[src/rtl/softex_stream_buffer.sv]
// Multi-channel stream buffer: one circular FIFO per input channel, merged onto a
// single output by a round-robin arbiter. Optional macro SOFTEX_BUFFER_FALLTHROUGH_EN
// lets an empty channel forward its input word combinationally with zero latency.
module softex_stream_buffer #(
    parameter  int unsigned DATA_WIDTH = 256,
    parameter  int unsigned DEPTH      = 4,
    parameter  int unsigned N_CH       = 2,
    localparam int unsigned CW         = (N_CH > 1) ? $clog2(N_CH) : 1,
    localparam int unsigned OW         = $clog2(DEPTH + 1)
) (
    input  logic                       clk_i,
    input  logic                       rst_ni,
    input  logic                       clear_i,
    input  logic [N_CH-1:0]            in_valid_i,
    output logic [N_CH-1:0]            in_ready_o,
    input  logic [N_CH*DATA_WIDTH-1:0] in_data_i,
    output logic                       out_valid_o,
    input  logic                       out_ready_i,
    output logic [DATA_WIDTH-1:0]      out_data_o,
    output logic [CW-1:0]              out_ch_o,
    output logic [N_CH*OW-1:0]         count_o,
    output logic [N_CH-1:0]            empty_o,
    output logic [N_CH-1:0]            full_o
);

    localparam int unsigned AW = $clog2(DEPTH);

    logic [DATA_WIDTH-1:0] mem_q [N_CH][DEPTH];
    logic [AW-1:0]         wptr_q [N_CH];
    logic [AW-1:0]         rptr_q [N_CH];
    logic [OW-1:0]         cnt_q  [N_CH];

    logic [CW-1:0]         rr_q;
    logic                  hold_q;
    logic [CW-1:0]         hold_ch_q;

    logic [N_CH-1:0]       empty;
    logic [N_CH-1:0]       full;
    logic [N_CH-1:0]       ready;
    logic [N_CH-1:0]       push;
    logic [N_CH-1:0]       pop;
    logic [N_CH-1:0]       elig;
    logic [N_CH-1:0]       wr_en;
    logic [N_CH-1:0]       rd_en;
    logic                  gnt_vld;
    logic [CW-1:0]         gnt_ch;
    logic                  pop_any;
    logic [DATA_WIDTH-1:0] head;

    always_comb begin
        empty   = '0;
        full    = '0;
        ready   = '0;
        push    = '0;
        elig    = '0;
        count_o = '0;
        for (int unsigned c = 0; c < N_CH; c++) begin
            empty[c] = (cnt_q[c] == '0);
            full[c]  = (cnt_q[c] == OW'(DEPTH));
            ready[c] = ~full[c] & ~clear_i;
            push[c]  = in_valid_i[c] & ready[c];
`ifdef SOFTEX_BUFFER_FALLTHROUGH_EN
            elig[c]  = ~empty[c] | push[c];
`else
            elig[c]  = ~empty[c];
`endif
            count_o[c*OW +: OW] = cnt_q[c];
        end
    end

    assign in_ready_o = ready;
    assign empty_o    = empty;
    assign full_o     = full;

    // A stalled grant is locked so the presented word cannot change under the consumer.
    always_comb begin
        int unsigned idx;
        idx     = 0;
        gnt_vld = 1'b0;
        gnt_ch  = rr_q;
        if (hold_q) begin
            gnt_ch  = hold_ch_q;
            gnt_vld = elig[hold_ch_q];
        end else begin
            for (int unsigned i = 0; i < N_CH; i++) begin
                idx = int'(rr_q) + i;
                if (idx >= N_CH) begin
                    idx = idx - N_CH;
                end
                if (!gnt_vld && elig[CW'(idx)]) begin
                    gnt_vld = 1'b1;
                    gnt_ch  = CW'(idx);
                end
            end
        end
    end

    always_comb begin
        head = mem_q[gnt_ch][rptr_q[gnt_ch]];
`ifdef SOFTEX_BUFFER_FALLTHROUGH_EN
        if (empty[gnt_ch]) begin
            head = in_data_i[gnt_ch*DATA_WIDTH +: DATA_WIDTH];
        end
`endif
        out_valid_o = gnt_vld;
        out_ch_o    = gnt_ch;
        out_data_o  = gnt_vld ? head : '0;
    end

    assign pop_any = gnt_vld & out_ready_i & ~clear_i;

    always_comb begin
        pop   = '0;
        wr_en = '0;
        rd_en = '0;
        for (int unsigned c = 0; c < N_CH; c++) begin
            pop[c]   = pop_any && (gnt_ch == CW'(c));
            wr_en[c] = push[c];
            rd_en[c] = pop[c];
`ifdef SOFTEX_BUFFER_FALLTHROUGH_EN
            // Word forwarded straight through an empty channel is never stored.
            if (empty[c] && push[c] && pop[c]) begin
                wr_en[c] = 1'b0;
                rd_en[c] = 1'b0;
            end
`endif
        end
    end

    always_ff @(posedge clk_i or negedge rst_ni) begin
        if (!rst_ni) begin
            for (int unsigned c = 0; c < N_CH; c++) begin
                wptr_q[c] <= '0;
                rptr_q[c] <= '0;
                cnt_q[c]  <= '0;
            end
            rr_q      <= '0;
            hold_q    <= 1'b0;
            hold_ch_q <= '0;
        end else if (clear_i) begin
            for (int unsigned c = 0; c < N_CH; c++) begin
                wptr_q[c] <= '0;
                rptr_q[c] <= '0;
                cnt_q[c]  <= '0;
            end
            rr_q      <= '0;
            hold_q    <= 1'b0;
            hold_ch_q <= '0;
        end else begin
            for (int unsigned c = 0; c < N_CH; c++) begin
                if (wr_en[c]) begin
                    wptr_q[c] <= wptr_q[c] + AW'(1);
                end
                if (rd_en[c]) begin
                    rptr_q[c] <= rptr_q[c] + AW'(1);
                end
                if (wr_en[c] && !rd_en[c]) begin
                    cnt_q[c] <= cnt_q[c] + OW'(1);
                end else if (!wr_en[c] && rd_en[c]) begin
                    cnt_q[c] <= cnt_q[c] - OW'(1);
                end
            end
            if (pop_any) begin
                rr_q <= (gnt_ch == CW'(N_CH - 1)) ? '0 : gnt_ch + CW'(1);
            end
            hold_q    <= gnt_vld & ~out_ready_i;
            hold_ch_q <= gnt_ch;
        end
    end

    always_ff @(posedge clk_i) begin
        for (int unsigned c = 0; c < N_CH; c++) begin
            if (wr_en[c]) begin
                mem_q[c][wptr_q[c]] <= in_data_i[c*DATA_WIDTH +: DATA_WIDTH];
            end
        end
    end

endmodule
[config.mk]
export PLATFORM = sky130hd
export DESIGN_NAME = softex_stream_buffer
export DESIGN_NICKNAME = d
export VERILOG_FILES = /design/src/rtl/softex_stream_buffer.sv
export SDC_FILE = /design/constraint.sdc
export NUM_CORES = 2
export LEC_CHECK = 0
export ABC_AREA = 1
export CORE_UTILIZATION = 35
export CTS_CLUSTER_SIZE = 12
export DETAILED_ROUTE_END_ITERATION = 7
export DONT_BUFFER_PORTS = 1
export PLACE_DENSITY_LB_ADDON = 0.1
export REMOVE_ABC_BUFFERS = 1
export SYNTH_ARGS = -nofsm -noshare
export SYNTH_HDL_FRONTEND = slang
export SYNTH_SLANG_ARGS = --single-unit
[constraint.sdc]
create_clock -name clk_i -period 13.89 [get_ports clk_i]
set_input_delay 1.389 -clock clk_i [delete_from_list [all_inputs] [get_ports clk_i]]
set_output_delay 1.389 -clock clk_i [all_outputs]
set_load 0.03 [all_outputs]
==> results.json <==
{
  "critPathCaptureType": "primary output",
  "ys_seq_elements": 2065,
  "status": "finished, final reports clean",
  "tightest_slew_ns": 1.20,
  "grt_pass1_wl_um": 400000,
  "viasPerCell": 4.79,
  "numClockSinks": 2065,
  "crit_arrival_ns": 7.03,
  "grt_pass1_vias": 56100,
  "drt-wirelength-per-cell_um": 22.8,
  "path_cells": "inv_2, nand2_1, nor2_1, a21oi_2, nand2_8, nand2_8, nand2_1, nand2_4, buf_4, buf_4, buf_4, nand2_1, nand3_1, nand2_1, nor2_1",
  "cp_slowest_cell": "buf_4",
  "hold_viol": 0,
  "antenna_left": 0,
  "cts_buffer_depth": 3,
  "nets": 9190,
  "cts_resized": 0,
  "cts_tree": "built",
  "synth.distinct_cells": 27,
  "syn_avg_cell_area_um2": 10.1,
  "fmax_ghz": 0.119,
  "num_rows": 184,
  "cpMostUsedCell": "nand2_1",
  "drt_iter0_drc": 3987,
  "cap_violations": 0,
  "max_stage_delay_ns": 0.78,
  "hold_buffers": 0,
  "r2r_slack_ns": 8.54,
  "vias": 58400,
  "placed_area_um2": 92200,
  "hold_path_class": "in -> async",
  "netlist_top_cells_area": "edfxtp_1 69%, nand2_1 14%, inv_1 4.4%, nand3_1 4.4%, nor2_1 3.3%",
  "rr_worst_depth": 15,
  "fin_crit_ns": 8.42,
  "hold_ws_ns": 0.226,
  "reg2reg_to": "count_o[5]",
  "antenna_found_initial": 16,
  "hpwl_um": 151000,
  "worst_setup_path_start_kind": "flop",
  "path_depth": 15,
  "fp.dieArea_um2": 257000,
  "drive_gt1_frac": 0.0460,
  "postRouteWirelength_um": 278000,
  "cts_post_setup_buffers_inserted": 0,
  "finalSetupViolations": 0,
  "portBuffers": 0,
  "initial_core_util": 0.354,
  "path_buf_inv": 4,
  "firstDrtPassIters": 6,
  "core-area_um2": 252000,
  "root_buffer": "clkbuf_16",
  "path_class": "reg -> out",
  "grt_max_degree": 201,
  "critPathMaxFanout": 92,
  "synth_top_area_frac": 0.689,
  "drc_errors": 0,
  "slew_headroom": 0.194,
  "cp_top_family": "simple AND/OR/NAND/NOR gates",
  "io-pin-count": 788,
  "clock-skew-final_ns": 0.0581,
  "overflow": 0,
  "die-height_um": 507,
  "track_usage": 0.212,
  "finalCritPeriodShare": 0.606,
  "htreeDepth": 4,
  "die_x_um": 507,
  "clk_latency_ns": 0.85,
  "synth_area_leader_cell": "edfxtp_1",
  "synthCells": 8825,
  "design_area_um2": 99200,
  "drv_slew": 0,
  "synth_seq_area_share": 0.694,
  "globalplace.congestion": 0.785,
  "cts_made_buffers": 227,
  "clk_pin_slew_worst_paths_ns": 0.06,
  "synth_area_um2": 89200,
  "yosysWarnings": 0,
  "grt_setup_unrepaired": "no",
  "synthToLayoutAreaGrowth_pct": 11.2,
  "worstReg2RegStart": "count_o[0]",
  "required_ns": 12.50
}
## cell usage after synthesis
library cell / count
inv_1: 1048
buf_1: 23
o22ai_1: 2
nand2_4: 2
buf_2: 234
nor3_1: 1
nor2_1: 788
a21oi_1: 3
fa_1: 2
nand3_2: 1
clkbuf_1: 187
ha_1: 8
a21oi_2: 1
a22o_1: 2
o21ai_1: 51
inv_2: 9
o21ai_0: 214
edfxtp_1: 2048
xnor2_1: 2
buf_4: 36
clkinv_1: 1
buf_6: 1
dfrtp_1: 17
nand3_1: 777
xor2_1: 1
nand2_1: 3365
o21ai_2: 1
## layer usage
metal / up-vias / part of all wire / global-route usage
met5: - / 0.000043 / 0
met4: 2 / 0.023 / 0.0515
met3: 343 / 0.093 / 0.0725
met2: 1648 / 0.46 / 0.340
met1: 28400 / 0.43 / 0.274
li1: 28000 / - / -
## through the flow
step | worst slack (ns) | utilization | instances | setup TNS (ns)
3_3_place_gp | 6.41 | 0.365 | 11800 | 0
4_1_cts | 5.40 | 0.393 | 12200 | 0
3_5_place_dp | 6.36 | 0.365 | 11800 | 0
6_report | 5.47 | 0.393 | 12200 | 0
5_1_grt | 5.04 | 0.393 | 12200 | 0
2_1_floorplan | -27.21 | - | 8344 | -7103.44
## cell families (layout without fill, tap and decap cells)
family                     Yosys count  in the layout  share of synthesized area
AOI/OAI and AO/OA                  274            274                     0.0156
xor gates and xnor gates             3              3                   0.000295
adders and majority gates           10             10                    0.00157
buffers and inverters             1539           1554                     0.0696
DFF                               2065           2065                      0.694
other                                0              9                          0
and+or+nand+nor                   4934           4934                      0.219
## cells in the final DEF (no fill, tap or decap), types with 49 or more instances in the layout
cell type / instances
o21ai_0: 214
clkinv_1: 66
nor2_1: 780
nand2_1: 3362
nand3_1: 777
inv_1: 1048
clkbuf_1: 49
clkbuf_16: 232
o21ai_1: 51
buf_4: 69
edfxtp_1: 2048
## worst max-delay path by stage
| stage | start | endpoint |
|---|---|---|
| floorplan | hold_ch_q | out_data_o[0] |
| global placement | count_o[0] | out_data_o[50] |
| detailed placement | count_o[0] | out_data_o[50] |
| CTS | count_o[0] | out_data_o[50] |
| global route | count_o[0] | out_data_o[151] |
| finish | count_o[0] | out_data_o[194] |
## layout make-up
type / instances / area (um2)
clock buffers: 281 / 5990
inverters: 1058 / 3990
fillers: 24700 / 153000
repair buffers: 89 / 913
diodes: 9 / 22.5
clock inverters: 126 / 1020
well taps: 3348 / 4190
multi-input cells: 5221 / 21200
flip-flops and latches: 2065 / 61900
## registers in the layout, indices dropped and copies added (netlist names)
register   flops
count_o        6
rptr_q         4
rr_q           1
mem_q       2048
hold_ch_q      1
wptr_q         4
hold_q         1
## worst reg2reg max path, cell delays in order, from the launching register on
cell,delay (ns)
dfrtp_1,0.50
inv_2,0.16
nand2_1,0.08
nor2_1,0.53
a21oi_2,0.20
nand2_8,0.47
nand2_8,0.54
inv_8,0.94
buf_4,0.94
nand2_1,0.22
nand2_1,0.15
nand2_1,0.08
nand2_1,0.22
inv_1,0.09
nand2_1,0.07
nand2_1,0.05
Power is left out: the tool's default activity adds up to more than one toggle a clock period on the data nets, which glitch-free logic cannot reach.
